[config.mk]
export PLATFORM = sky130hd
export DESIGN_NAME = exception_unit_flat
export DESIGN_NICKNAME = d
export VERILOG_FILES = /design/src/rtl/exception_unit_if.sv /design/src/rtl/exception_unit.sv /design/src/flat_wrapper.sv
export SDC_FILE = /design/constraint.sdc
export NUM_CORES = 1
export LEC_CHECK = 0
export BUFFER_PORTS_ARGS = -buffer_cell sky130_fd_sc_hd__buf_4
export CAP_MARGIN = 20
export CORE_AREA = 4 4 110 112
export DETAILED_ROUTE_END_ITERATION = 12
export DIE_AREA = 0 0 114 116
export PLACE_DENSITY = 0.79
export SLEW_MARGIN = 20
export SYNTH_ARGS = -nofsm -noshare
export SYNTH_HDL_FRONTEND = slang
export SYNTH_SLANG_ARGS = --single-unit
[constraint.sdc]
create_clock -name clk -period 4.05 [get_ports clk]
set_input_delay 0.2025 -clock clk [delete_from_list [all_inputs] [get_ports clk]]
set_output_delay 0.2025 -clock clk [all_outputs]
set_load 0.005 [all_outputs]
[src/rtl/exception_unit_if.sv]
// rtl/exception_unit_if.sv - pipeline/CP0 side bundle of the precise-exception controller
interface exception_unit_if;
   logic        mem_valid_i;
   logic        stall_i;
   logic [31:0] pc_i;
   logic        delayslot_i;
   logic        adel_if_i;
   logic        ri_i;
   logic        ov_i;
   logic        syscall_i;
   logic        break_i;
   logic        adel_i;
   logic        ades_i;
   logic        eret_i;
   logic [31:0] badaddr_i;
   logic [5:0]  hw_int_i;
   logic [31:0] status_i;
   logic [31:0] cause_i;
   logic [31:0] epc_i;

   logic [5:0]  ip_hw_o;
   logic        exc_o;
   logic        eret_o;
   logic [4:0]  exccode_o;
   logic        exc_delayslot_o;
   logic [31:0] exc_pc_o;
   logic [31:0] badvaddr_o;
   logic        flush_o;
   logic        redirect_o;
   logic [31:0] redirect_pc_o;
   logic        busy_o;

   modport master (
      output mem_valid_i, stall_i, pc_i, delayslot_i,
      output adel_if_i, ri_i, ov_i, syscall_i, break_i, adel_i, ades_i, eret_i,
      output badaddr_i, hw_int_i, status_i, cause_i, epc_i,
      input  ip_hw_o, exc_o, eret_o, exccode_o, exc_delayslot_o, exc_pc_o,
      input  badvaddr_o, flush_o, redirect_o, redirect_pc_o, busy_o
   );

   modport slave (
      input  mem_valid_i, stall_i, pc_i, delayslot_i,
      input  adel_if_i, ri_i, ov_i, syscall_i, break_i, adel_i, ades_i, eret_i,
      input  badaddr_i, hw_int_i, status_i, cause_i, epc_i,
      output ip_hw_o, exc_o, eret_o, exccode_o, exc_delayslot_o, exc_pc_o,
      output badvaddr_o, flush_o, redirect_o, redirect_pc_o, busy_o
   );
endinterface

[src/rtl/exception_unit.sv]
// rtl/exception_unit.sv - precise-exception controller at the MEM/WB boundary
module exception_unit #(
   parameter logic [31:0] EXC_VECTOR = 32'hBFC00380
) (
   input  logic             clk,
   input  logic             rst,
   exception_unit_if.slave  exc_if
);

   localparam logic [4:0] EXC_INT  = 5'd0;
   localparam logic [4:0] EXC_ADEL = 5'd4;
   localparam logic [4:0] EXC_ADES = 5'd5;
   localparam logic [4:0] EXC_SYS  = 5'd8;
   localparam logic [4:0] EXC_BP   = 5'd9;
   localparam logic [4:0] EXC_RI   = 5'd10;
   localparam logic [4:0] EXC_OV   = 5'd12;

   typedef enum logic {
      ST_IDLE   = 1'b0,
      ST_COMMIT = 1'b1
   } state_t;

   state_t      r_state;
   state_t      w_next_state;

   logic [5:0]  r_int_s1;
   logic [5:0]  r_int_s2;

   logic [4:0]  r_code;
   logic [31:0] r_pc;
   logic        r_delayslot;
   logic [31:0] r_badvaddr;
   logic        r_kind_exc;

   logic        w_int_req;
   logic        w_exc_pending;
   logic [4:0]  w_code;
   logic [31:0] w_badvaddr;
   logic        w_accept;
   logic        w_commit;

   logic        w_unused_ok;
   assign w_unused_ok = &{1'b0, exc_if.status_i[31:16], exc_if.status_i[7:2],
                          exc_if.cause_i[31:10], exc_if.cause_i[7:0]};

   // Hardware interrupt lines are asynchronous; two flops before any use.
   always_ff @(posedge clk) begin
      if (rst) begin
         r_int_s1 <= 6'd0;
         r_int_s2 <= 6'd0;
      end else begin
         r_int_s1 <= exc_if.hw_int_i;
         r_int_s2 <= r_int_s1;
      end
   end

   assign exc_if.ip_hw_o = r_int_s2;

   assign w_int_req = exc_if.status_i[0] & ~exc_if.status_i[1] &
                      (|({r_int_s2, exc_if.cause_i[9:8]} & exc_if.status_i[15:8]));

   always_comb begin
      w_code        = EXC_INT;
      w_badvaddr    = 32'd0;
      w_exc_pending = 1'b1;
      if (w_int_req) begin
         w_code = EXC_INT;
      end else if (exc_if.adel_if_i) begin
         w_code     = EXC_ADEL;
         w_badvaddr = exc_if.pc_i;
      end else if (exc_if.ri_i) begin
         w_code = EXC_RI;
      end else if (exc_if.ov_i) begin
         w_code = EXC_OV;
      end else if (exc_if.syscall_i) begin
         w_code = EXC_SYS;
      end else if (exc_if.break_i) begin
         w_code = EXC_BP;
      end else if (exc_if.adel_i) begin
         w_code     = EXC_ADEL;
         w_badvaddr = exc_if.badaddr_i;
      end else if (exc_if.ades_i) begin
         w_code     = EXC_ADES;
         w_badvaddr = exc_if.badaddr_i;
      end else begin
         w_exc_pending = 1'b0;
      end
   end

   assign w_accept = (r_state == ST_IDLE) & exc_if.mem_valid_i & ~exc_if.stall_i &
                     (w_exc_pending | exc_if.eret_i);

   always_ff @(posedge clk) begin
      if (rst) begin
         r_state <= ST_IDLE;
      end else begin
         r_state <= w_next_state;
      end
   end

   always_comb begin
      w_next_state = r_state;
      case (r_state)
         ST_IDLE:   if (w_accept) w_next_state = ST_COMMIT;
         ST_COMMIT: w_next_state = ST_IDLE;
         default:   w_next_state = ST_IDLE;
      endcase
   end

   // ERET records code/badvaddr as zero; only the kind bit distinguishes it.
   always_ff @(posedge clk) begin
      if (rst) begin
         r_code      <= 5'd0;
         r_pc        <= 32'd0;
         r_delayslot <= 1'b0;
         r_badvaddr  <= 32'd0;
         r_kind_exc  <= 1'b0;
      end else if (w_accept) begin
         r_code      <= w_exc_pending ? w_code : 5'd0;
         r_pc        <= exc_if.pc_i;
         r_delayslot <= exc_if.delayslot_i;
         r_badvaddr  <= w_exc_pending ? w_badvaddr : 32'd0;
         r_kind_exc  <= w_exc_pending;
      end
   end

   assign w_commit = (r_state == ST_COMMIT);

   assign exc_if.exc_o           = w_commit & r_kind_exc;
   assign exc_if.eret_o          = w_commit & ~r_kind_exc;
   assign exc_if.flush_o         = w_commit;
   assign exc_if.redirect_o      = w_commit;
   assign exc_if.busy_o          = w_commit;
   assign exc_if.exccode_o       = r_code;
   assign exc_if.exc_pc_o        = r_pc;
   assign exc_if.exc_delayslot_o = r_delayslot;
   assign exc_if.badvaddr_o      = r_badvaddr;

   // EPC is read live in COMMIT so an MTC0 EPC just ahead of ERET is honoured.
   assign exc_if.redirect_pc_o = !w_commit ? 32'd0 :
                                 (r_kind_exc ? EXC_VECTOR : exc_if.epc_i);

endmodule

[src/flat_wrapper.sv]
// flat-port wrapper written by rule: the top's interface ports become plain ports
module exception_unit_flat 
#(
   parameter logic [31:0] EXC_VECTOR = 32'hBFC00380
)
  (clk, rst, exc_if_mem_valid_i, exc_if_stall_i, exc_if_pc_i, exc_if_delayslot_i, exc_if_adel_if_i, exc_if_ri_i, exc_if_ov_i, exc_if_syscall_i, exc_if_break_i, exc_if_adel_i, exc_if_ades_i, exc_if_eret_i, exc_if_badaddr_i, exc_if_hw_int_i, exc_if_status_i, exc_if_cause_i, exc_if_epc_i, exc_if_ip_hw_o, exc_if_exc_o, exc_if_eret_o, exc_if_exccode_o, exc_if_exc_delayslot_o, exc_if_exc_pc_o, exc_if_badvaddr_o, exc_if_flush_o, exc_if_redirect_o, exc_if_redirect_pc_o, exc_if_busy_o);
  exception_unit_if exc_if_i ();
  input  logic clk;
  input  logic rst;
  input wire logic [$bits(exc_if_i.mem_valid_i)-1:0] exc_if_mem_valid_i;
  input wire logic [$bits(exc_if_i.stall_i)-1:0] exc_if_stall_i;
  input wire logic [$bits(exc_if_i.pc_i)-1:0] exc_if_pc_i;
  input wire logic [$bits(exc_if_i.delayslot_i)-1:0] exc_if_delayslot_i;
  input wire logic [$bits(exc_if_i.adel_if_i)-1:0] exc_if_adel_if_i;
  input wire logic [$bits(exc_if_i.ri_i)-1:0] exc_if_ri_i;
  input wire logic [$bits(exc_if_i.ov_i)-1:0] exc_if_ov_i;
  input wire logic [$bits(exc_if_i.syscall_i)-1:0] exc_if_syscall_i;
  input wire logic [$bits(exc_if_i.break_i)-1:0] exc_if_break_i;
  input wire logic [$bits(exc_if_i.adel_i)-1:0] exc_if_adel_i;
  input wire logic [$bits(exc_if_i.ades_i)-1:0] exc_if_ades_i;
  input wire logic [$bits(exc_if_i.eret_i)-1:0] exc_if_eret_i;
  input wire logic [$bits(exc_if_i.badaddr_i)-1:0] exc_if_badaddr_i;
  input wire logic [$bits(exc_if_i.hw_int_i)-1:0] exc_if_hw_int_i;
  input wire logic [$bits(exc_if_i.status_i)-1:0] exc_if_status_i;
  input wire logic [$bits(exc_if_i.cause_i)-1:0] exc_if_cause_i;
  input wire logic [$bits(exc_if_i.epc_i)-1:0] exc_if_epc_i;
  output wire logic [$bits(exc_if_i.ip_hw_o)-1:0] exc_if_ip_hw_o;
  output wire logic [$bits(exc_if_i.exc_o)-1:0] exc_if_exc_o;
  output wire logic [$bits(exc_if_i.eret_o)-1:0] exc_if_eret_o;
  output wire logic [$bits(exc_if_i.exccode_o)-1:0] exc_if_exccode_o;
  output wire logic [$bits(exc_if_i.exc_delayslot_o)-1:0] exc_if_exc_delayslot_o;
  output wire logic [$bits(exc_if_i.exc_pc_o)-1:0] exc_if_exc_pc_o;
  output wire logic [$bits(exc_if_i.badvaddr_o)-1:0] exc_if_badvaddr_o;
  output wire logic [$bits(exc_if_i.flush_o)-1:0] exc_if_flush_o;
  output wire logic [$bits(exc_if_i.redirect_o)-1:0] exc_if_redirect_o;
  output wire logic [$bits(exc_if_i.redirect_pc_o)-1:0] exc_if_redirect_pc_o;
  output wire logic [$bits(exc_if_i.busy_o)-1:0] exc_if_busy_o;
  assign exc_if_i.mem_valid_i = exc_if_mem_valid_i;
  assign exc_if_i.stall_i = exc_if_stall_i;
  assign exc_if_i.pc_i = exc_if_pc_i;
  assign exc_if_i.delayslot_i = exc_if_delayslot_i;
  assign exc_if_i.adel_if_i = exc_if_adel_if_i;
  assign exc_if_i.ri_i = exc_if_ri_i;
  assign exc_if_i.ov_i = exc_if_ov_i;
  assign exc_if_i.syscall_i = exc_if_syscall_i;
  assign exc_if_i.break_i = exc_if_break_i;
  assign exc_if_i.adel_i = exc_if_adel_i;
  assign exc_if_i.ades_i = exc_if_ades_i;
  assign exc_if_i.eret_i = exc_if_eret_i;
  assign exc_if_i.badaddr_i = exc_if_badaddr_i;
  assign exc_if_i.hw_int_i = exc_if_hw_int_i;
  assign exc_if_i.status_i = exc_if_status_i;
  assign exc_if_i.cause_i = exc_if_cause_i;
  assign exc_if_i.epc_i = exc_if_epc_i;
  assign exc_if_ip_hw_o = exc_if_i.ip_hw_o;
  assign exc_if_exc_o = exc_if_i.exc_o;
  assign exc_if_eret_o = exc_if_i.eret_o;
  assign exc_if_exccode_o = exc_if_i.exccode_o;
  assign exc_if_exc_delayslot_o = exc_if_i.exc_delayslot_o;
  assign exc_if_exc_pc_o = exc_if_i.exc_pc_o;
  assign exc_if_badvaddr_o = exc_if_i.badvaddr_o;
  assign exc_if_flush_o = exc_if_i.flush_o;
  assign exc_if_redirect_o = exc_if_i.redirect_o;
  assign exc_if_redirect_pc_o = exc_if_i.redirect_pc_o;
  assign exc_if_busy_o = exc_if_i.busy_o;
  exception_unit #(.EXC_VECTOR(EXC_VECTOR)) u_core (.clk(clk), .rst(rst), .exc_if(exc_if_i));
endmodule
==> results of run 1 <==
critical path, delay by kind of cell (launching register included):
kind	cells	cell delay (ns)
simple gates	2	1.55
buf+inv	1	0.36
flops	1	0.48
compound gates	1	0.15
cells by family after synthesis:
kind of cell | after synthesis
flops | 83
other cells | 1
mux | 33
simple gates | 121
buf+inv | 38
compound gates | 93
metal layers:
layer  GRT usage [%]  vias to the layer above  part of all wire (%)
li1                -                     1747                     -
met4            5.07                        0                   1.1
met1            19.5                     1634                    39
met3            5.12                       14                   8.6
met2            30.1                      147                    51
met5               0                        -                     0
registers in the layout (all words and copies together), names as in the netlist:
name and flops:
u_core.exc_if.badvaddr_o 32, u_core.exc_if.busy_o 1, u_core.exc_if.exc_delayslot_o 1, u_core.exc_if.exc_pc_o 32
u_core.exc_if.exccode_o 4, u_core.exc_if.ip_hw_o 6, u_core.r_int_s1 6, u_core.r_kind_exc 1
stage by stage:
stage | instances | setup WS [ns]
finish | 734 | 1.41
global route | 734 | 1.31
CTS | 734 | 1.41
detailed placement | 718 | 1.40
global placement | 718 | 1.44
floorplan | 369 | 2.17
how the worst max path moves through the flow:
stage	endpoint	depth (start not counted)	startpoint	slack (ns)
after CTS	u_core.exc_if.badvaddr_o[26]	4	u_core.exc_if.busy_o	1.41
final	u_core.exc_if.badvaddr_o[25]	4	u_core.exc_if.busy_o	1.41
after global routing	u_core.exc_if.exccode_o[1]	4	u_core.exc_if.busy_o	1.31
after detailed placement	u_core.exc_if.badvaddr_o[24]	6	exc_if_cause_i[9]	1.40
after floorplan	u_core.exc_if.badvaddr_o[10]	6	u_core.exc_if.ip_hw_o[0]	2.17
after global placement	u_core.exc_if.exccode_o[0]	6	exc_if_cause_i[9]	1.44
report_power, final:
group / total, W / internal, W / switching (W)
registers: 0.000876 / 0.000851 / 0.0000243
clock network: 0.000775 / 0.000438 / 0.000337
logic: 0.000318 / 0.000188 / 0.000130
total: 0.00197 / 0.00148 / 0.000491
cell type report:
type / instances / area [um2]
Timing Repair Buffer: 241 / 1810
Clock buffer: 12 / 246
Multi-Input combinational cell: 248 / 2060
Tap cell: 143 / 179
Fill cell: 1001 / 5220
Sequential cell: 83 / 1660
Clock inverter: 4 / 35.0
Inverter: 3 / 11.3
placed cells by master (no fill, tap or decap), types with 5 or more instances in the layout:
| cell | n |
|---|---|
| clkbuf_16 | 9 |
| nor2b_1 | 15 |
| o21a_1 | 12 |
| nand2b_1 | 68 |
| and2_1 | 21 |
| o2bb2ai_2 | 30 |
| a22oi_1 | 32 |
| nor2_1 | 5 |
| buf_4 | 241 |
| mux2i_1 | 33 |
| dfxtp_1 | 83 |
| o2bb2ai_1 | 5 |
==> run_results.csv, run 1 <==
group,metric,value,unit
status,status,"finished clean",
setup_path,worstSetupPathType,"reg -> reg",
finish,final_util,53.5,%
routing,drt_wl_total,11.9,mm
synthesis,synth_seq_cells,83,
synthesis,synthXorXnorAreaFrac,0,%
routing,dr.pass1.iters,5,
setup_path,arrival,2.91,ns
hold_path,holdPathEnd,"u_core.r_int_s1[3]",
clock_network,post-cts-setup-buffers,0,
clock_network,cts_buffer_depth,2,
setup_path,startpoint_type,"flip-flop",
clock_network,cts_tree,"built",
synthesis,synth_mux_area_share,8.49,%
setup_path,cpMaxStageDelayCell,"or4b_2",
placement,dp_hpwl,8.76,mm
sta,finClkSkew,0.00470,ns
die,dieWidth,114,um
clock_network,numCtsBuffers,9,
setup_path,r2r_end,"u_core.exc_if.badvaddr_o[25]",
grt,gr-total-overflow,0,
sta,min_period,2.64,ns
pwr,p_leak,2.64,nW
sta,slew_violations,0,
synthesis,synth_fa_ha_area_share,0,%
synthesis,netlist.area_leader.share,42.7,%
sta,finalCritPeriodShare,65.3,%
sta,holdWs,0.0830,ns
grt,grt_pass1_vias,3428,
synthesis,yosys.area_share.simple,19.5,%
setup_path,rrSetupSlack,1.41,ns
setup_path,path_cells,"or3b_2 > or4b_2 > buf_4 > o2bb2ai_2",
grt,grt_usage,16.9,%
synthesis,synth-main-ff-cell,"dfxtp_1",
grt,antenna_found_initial,0,
placement,dpl-instance-area,5720,um2
clock_network,path_clk_slew,0.06,ns
pwr,power,0.00197,W
synthesis,synth_common_cells,"83 x dfxtp_1, 68 x nand2b_1, 33 x mux2i_1, 32 x a22oi_1, 30 x o2bb2ai_2",
pwr,vdd_drop_max,0.217,mV
synthesis,yosys.area.top_type,"dfxtp_1",
synthesis,syn_nets,548,
clock_network,htree_levels,3,
sta,setup_viol,0,
finish,diodes,0,
setup_path,slowest_delay,0.94,ns
placement,port_buffers,238,
setup_path,reg2regPathDepth,4,
synthesis,synth_cell_types,36,
hold_path,hp-class,"in -> reg",
routing,drc,0,
run,drv_cap,0,
die,ios,292,
synthesis,syn_area,3890,um2
grt,grt_pass1_wl,17.9,mm
routing,drtIter0Drc,125,
die,core-area,11200,um2
setup_path,r2r-start,"u_core.exc_if.busy_o",
hold_path,hp-start,"exc_if_hw_int_i[3]",
pwr,powerDensity,328,nW/um2
routing,antenna_left,0,
synthesis,synth.most_common_cell,"dfxtp_1",
synthesis,synth_warnings,0,
synthesis,synth_area_per_cell,10.5,um2
grt,grt_max_degree,86,
die,start_util,34.7,%
setup_path,worst-path-max-fanout,20,
clock_network,ctsHoldBuffers,0,
finish,syn_to_final_growth,54.3,%
setup_path,endpoint_kind,"flip-flop",
die,core.rowCount,39,
routing,via_count,3542,
clock_network,cts.sinks,83,
finish,drive_above_1_share,49.6,%
setup_path,critPathRequiredTime,4.31,ns
sta,rsz0062_at_grt,"false",
synthesis,synth.yosys.seq_area_share,42.7,%
die,die_height,116,um
routing,wire_per_inst,16.2,um
die,die_area,13200,um2
clock_network,ctsResizeCount,0,
sta,setup_tns,0,ns
hold_path,whs_path_depth,2,
synthesis,synth_edf_count,0,
synthesis,netlist_instances,369,
sta,relSlewSlack,32.6,%
clock_network,clkLatencyLatePin,0.33,ns
synthesis,async_flop_share,0,%
sta,worst_pin_slew,1.01,ns
synthesis,synth_area_leaders,"dfxtp_1 43%, o2bb2ai_2 12%, nand2b_1 11%",
sta,fmax,0.378,GHz
finish,final_nets,765,
routing,viasPerCell,4.83,
sta,final_hold_viol_count,0,
clock_network,root_buffer,"clkbuf_16",
placement,gp_congestion,0.793,
synthesis,synth_top_family_by_area,"compound AO/OA/AOI/OAI gates",
synthesis,synth-compound-area-share,24.4,%
finish,fin_area,6010,um2
Power figures use the tool's default switching activity.
==> inputs of run 2 (changes only) <==
==> constraint.sdc (replaced) <==
create_clock -name clk -period 2.7 [get_ports clk]
set_input_delay 0.135 -clock clk [delete_from_list [all_inputs] [get_ports clk]]
set_output_delay 0.135 -clock clk [all_outputs]
set_load 0.005 [all_outputs]
==> run_results.csv, run 2 (synthesis gave the netlist of run 1 again) <==
group,metric,value,unit
status,status,"finished clean",
routing,wire_per_inst,16.1,um
pwr,p_comb_share,15.4,%
finish,drive_above_1_share,50.1,%
finish,seq_area,1660,um2
setup_path,worstSetupPathType,"reg -> reg",
hold_path,hp-class,"in -> reg",
setup_path,arrival,2.50,ns
sta,slew_violations,0,
finish,diodes,0,
setup_path,startpoint_type,"flip-flop",
finish,fill_cells,998,
setup_path,rrSetupSlack,0.46,ns
pwr,swShare,22.1,%
die,core-area,11200,um2
routing,antenna_left,0,
sta,fmax,0.445,GHz
finish,final_nets,769,
finish,layout_commonest_cell,"buf_4",
routing,via_count,3557,
finish,mostFrequentLayoutCells,"244 x buf_4, 83 x dfxtp_1, 68 x nand2b_1",
clock_network,post-cts-setup-buffers,0,
finish,multi_input_area,2060,um2
routing,drt_wl_total,11.9,mm
grt,grt_max_degree,86,
pwr,clkPwrFrac,43.0,%
run,drv_cap,0,
grt,grt_pass1_wl,18.0,mm
placement,dp_hpwl,8.81,mm
sta,holdWs,0.0159,ns
setup_path,worst-path-max-fanout,20,
routing,dr.pass1.iters,5,
die,die_area,13200,um2
clock_network,htree_levels,3,
clock_network,ctsHoldBuffers,0,
placement,port_buffers,238,
sta,finalCritPeriodShare,83.1,%
clock_network,path_clk_slew,0.06,ns
grt,grt_usage,17.0,%
pwr,powerDensity,517,nW/um2
routing,viasPerCell,4.83,
die,die_height,116,um
pwr,vdd_drop_max,0.248,mV
pwr,power_frac_seq,41.6,%
die,dieWidth,114,um
setup_path,critPathRequiredTime,2.96,ns
routing,drtIter0Drc,128,
clock_network,ctsResizeCount,0,
clock_network,cts.sinks,83,
sta,setup_slack,0.455,ns
sta,worst_pin_slew,0.900,ns
grt,gr-total-overflow,0,
sta,setup_tns,0,ns
clock_network,numCtsBuffers,9,
clock_network,cts_buffer_depth,2,
die,core.rowCount,39,
sta,min_period,2.24,ns
routing,drc,0,
sta,setup_viol,0,
die,start_util,34.7,%
sta,final_hold_viol_count,0,
pwr,internal_power,0.00246,W
setup_path,endpoint_kind,"flip-flop",
grt,grt_pass1_vias,3570,
clock_network,root_buffer,"clkbuf_16",
pwr,p_sw,0.000696,W
clock_network,cts_tree,"built",
sta,relSlewSlack,39.9,%
sta,rsz0062_at_grt,"false",
pwr,p_leak,2.69,nW
finish,syn_to_final_growth,56.6,%
clock_network,clkLatencyLatePin,0.33,ns
sta,finClkSkew,0.00660,ns
grt,antenna_found_initial,0,
placement,gp_congestion,0.788,
placement,place_worst_setup_slack,0.462,ns
die,ios,292,
-- run 2: layer usage --
layer / up-vias / track usage [%] / routed length [um]
li1: 1752 / - / -
met1: 1637 / 20.0 / 4490
met2: 151 / 29.6 / 6120
met3: 17 / 4.54 / 1050
met4: 0 / 6.41 / 208
met5: - / 0 / 0
-- run 2: per-stage QoR --
| step | instance area [um2] | total power [W] | utilization (%) | std cells |
|---|---|---|---|---|
| final | 6100 | 0.00315 | 54.3 | 736 |
| after detailed placement | 5770 | 0.00183 | 51.4 | 722 |
| after CTS | 6100 | 0.00321 | 54.3 | 736 |
| after global placement | 5770 | 0.00182 | 51.4 | 722 |
| after global routing | 6100 | 0.00329 | 54.3 | 736 |
| after floorplan | 3890 | 0.00154 | - | 369 |
-- run 2: critical path: stages (launching register included) --
cell and delay, ns:
dfxtp_1 0.32, a22o_1 0.24, o41ai_4 0.51, or4b_2 0.66, buf_4 0.27, o2bb2ai_2 0.16
-- run 2: path summary, 6_finish.rpt --
check                           cells past startpoint                     start                      endpoint
worst max-delay path                                5  u_core.exc_if.ip_hw_o[4]  u_core.exc_if.badvaddr_o[21]
worst min-delay path                                2        exc_if_hw_int_i[2]            u_core.r_int_s1[2]
worst max register to register                      5  u_core.exc_if.ip_hw_o[4]  u_core.exc_if.badvaddr_o[21]
worst min register to register                      1        u_core.r_int_s1[1]      u_core.exc_if.ip_hw_o[1]
-- run 2: power groups by stage --
stage               sequential [W]  combinational (W)  clock (W)
finish                     0.00131           0.000487    0.00136
global route               0.00132           0.000527    0.00145
CTS                        0.00131           0.000494    0.00140
detailed placement         0.00134           0.000492          0
global placement           0.00133           0.000482          0
floorplan                  0.00134           0.000206          0
-- run 2: cell type report --
cell class	instances	share of cell area, %
Clock buffer	9	3.69
Clock inverter	5	1.70
Sequential cell	83	27.3
Tap cell	143	2.94
Inverter	3	0.185
Timing Repair Buffer	245	30.4
Multi-Input combinational cell	248	33.8
==> inputs of run 3 (changes only) <==
--- a/config.mk
+++ b/config.mk
@@ -7,10 +7,10 @@
 export LEC_CHECK = 0
 export BUFFER_PORTS_ARGS = -buffer_cell sky130_fd_sc_hd__buf_4
 export CAP_MARGIN = 20
-export CORE_AREA = 4 4 110 112
+export CORE_AREA = 4 4 111 113
 export DETAILED_ROUTE_END_ITERATION = 12
-export DIE_AREA = 0 0 114 116
-export PLACE_DENSITY = 0.79
+export DIE_AREA = 0 0 115 117
+export PLACE_DENSITY = 0.81
 export SLEW_MARGIN = 20
 export SYNTH_ARGS = -nofsm -noshare
 export SYNTH_HDL_FRONTEND = slang
==> constraint.sdc (replaced) <==
create_clock -name clk -period 2 [get_ports clk]
set_input_delay 0.1 -clock clk [delete_from_list [all_inputs] [get_ports clk]]
set_output_delay 0.1 -clock clk [all_outputs]
set_load 0.005 [all_outputs]
==> run_results.csv, run 3 (synthesis gave the netlist of run 1 again) <==
group,metric,value,unit
sta,fmax,0.511,GHz
grt,grt_pass1_vias,3886,
grt,antenna_found_initial,0,
finish,stdcell_count,757,
sta,holdWs,0.0482,ns
sta,finalCritPeriodShare,97.8,%
clock_network,cts_tree,"built",
grt,gr-total-overflow,0,
clock_network,path_clk_slew,0.06,ns
placement,place_inst,728,
die,ios,292,
setup_path,arrival,2.22,ns
setup_path,startpoint_type,"flip-flop",
run,drv_cap,0,
routing,wire_per_inst,17.7,um
routing,drc,0,
finish,diodes,0,
finish,mostFrequentLayoutCells,"249 x buf_4, 83 x dfxtp_1, 68 x nand2b_1",
routing,antenna_left,0,
routing,dr.pass1.iters,6,
setup_path,worstSetupPathType,"reg -> reg",
finish,drive_above_1_share,51.1,%
sta,final_hold_viol_count,0,
clock_network,clkLatencyLatePin,0.33,ns
clock_network,cts_buffer_depth,2,
placement,dp_hpwl,9.57,mm
finish,syn_to_final_growth,63.3,%
clock_network,numCtsBuffers,9,
sta,finClkSkew,0.00731,ns
finish,layout_commonest_cell,"buf_4",
die,die_height,117,um
die,start_util,34.4,%
routing,drt_wl_total,13.4,mm
hold_path,hp-class,"in -> reg",
placement,gp_congestion,0.767,
setup_path,critPathRequiredTime,2.27,ns
die,die_area,13500,um2
sta,slew_violations,0,
grt,grt_usage,18.4,%
sta,setup_tns,0,ns
grt,grt_max_degree,47,
routing,via_count,3760,
finish,fill_cells,982,
grt,grt_pass1_wl,19.4,mm
clock_network,cts.sinks,83,
placement,port_buffers,238,
die,dieWidth,115,um
finish,final_nets,788,
clock_network,root_buffer,"clkbuf_16",
die,core-area,11300,um2
routing,drtIter0Drc,199,
setup_path,worst-path-max-fanout,8,
clock_network,htree_levels,3,
pwr,p_leak,2.82,nW
sta,setup_viol,0,
sta,min_period,1.96,ns
status,status,"finished clean",
pwr,vdd_drop_max,0.320,mV
die,core.rowCount,39,
setup_path,endpoint_kind,"flip-flop",
routing,viasPerCell,4.97,
pwr,powerDensity,655,nW/um2
[run 3: worst paths after layout]
| kind | from | endpoint | slack [ns] | cells after the start |
|---|---|---|---|---|
| worst max-delay path | u_core.exc_if.ip_hw_o[1] | u_core.exc_if.exccode_o[2] | 0.04 | 5 |
| worst min-delay path | exc_if_pc_i[28] | u_core.exc_if.exc_pc_o[28] | 0.05 | 3 |
| worst max register to register | u_core.exc_if.ip_hw_o[1] | u_core.exc_if.exccode_o[2] | 0.04 | 5 |
| worst min register to register | u_core.r_int_s1[5] | u_core.exc_if.ip_hw_o[5] | 0.44 | 1 |
[run 3: final cells by class]
cell class / count / area (um2) / share of cell area, %
repair buffers: 264 / 2120 / 33.4
multi-input cells: 248 / 2080 / 32.7
flip-flops and latches: 83 / 1660 / 26.1
clock buffers: 10 / 239 / 3.76
well taps: 143 / 179 / 2.81
clock inverters: 6 / 63.8 / 1.00
inverters: 3 / 11.3 / 0.177
[run 3: what timing repair did]
| item | in CTS | in global routing |
|---|---|---|
| hold buffers | 6 | 0 |
| pin swaps | 0 | 3 |
| endpoints found under the hold margin | 6 | 0 |
| setup endpoints to repair | 35 | 3 |
| cloned | 1 | 4 |
| resized for setup | 2 | 2 |
| setup buffers | 0 | 2 |
[run 3: per-layer routing]
metal / GRT usage (%) / up-vias / wire (um) / part of all wire, %
met4: 6.96 / 0 / 263 / 2.0
met3: 5.45 / 24 / 1260 / 9.4
li1: - / 1793 / - / -
met2: 34.6 / 177 / 7110 / 53
met1: 19.3 / 1766 / 4760 / 36
met5: 0 / - / 0 / 0
[run 3: per-stage QoR]
step           power, W  utilization, %  worst slack [ns]  cell area (um2)
2_1_floorplan   0.00208               -             0.122             3890
3_3_place_gp    0.00247            51.7           0.00845             5850
5_1_grt         0.00435            56.2          -0.00754             6360
6_report        0.00416            56.2            0.0434             6360
3_5_place_dp    0.00249            51.7           -0.0373             5850
4_1_cts         0.00420            55.2            0.0839             6240
[run 3: worst max-delay path, stage by stage, from the launching register on]
cell	delay, ns
dfxtp_1	0.31
a22o_1	0.25
o41ai_4	0.36
or4b_4	0.63
clkbuf_16	0.23
o2bb2ai_2	0.11
[run 3: power by group]
| group | internal, W | switching, W | leakage [nW] |
|---|---|---|---|
| clock | 0.00100 | 0.000671 | 0.145 |
| combinational | 0.000432 | 0.000295 | 2.00 |
| sequential | 0.00172 | 0.0000404 | 0.677 |
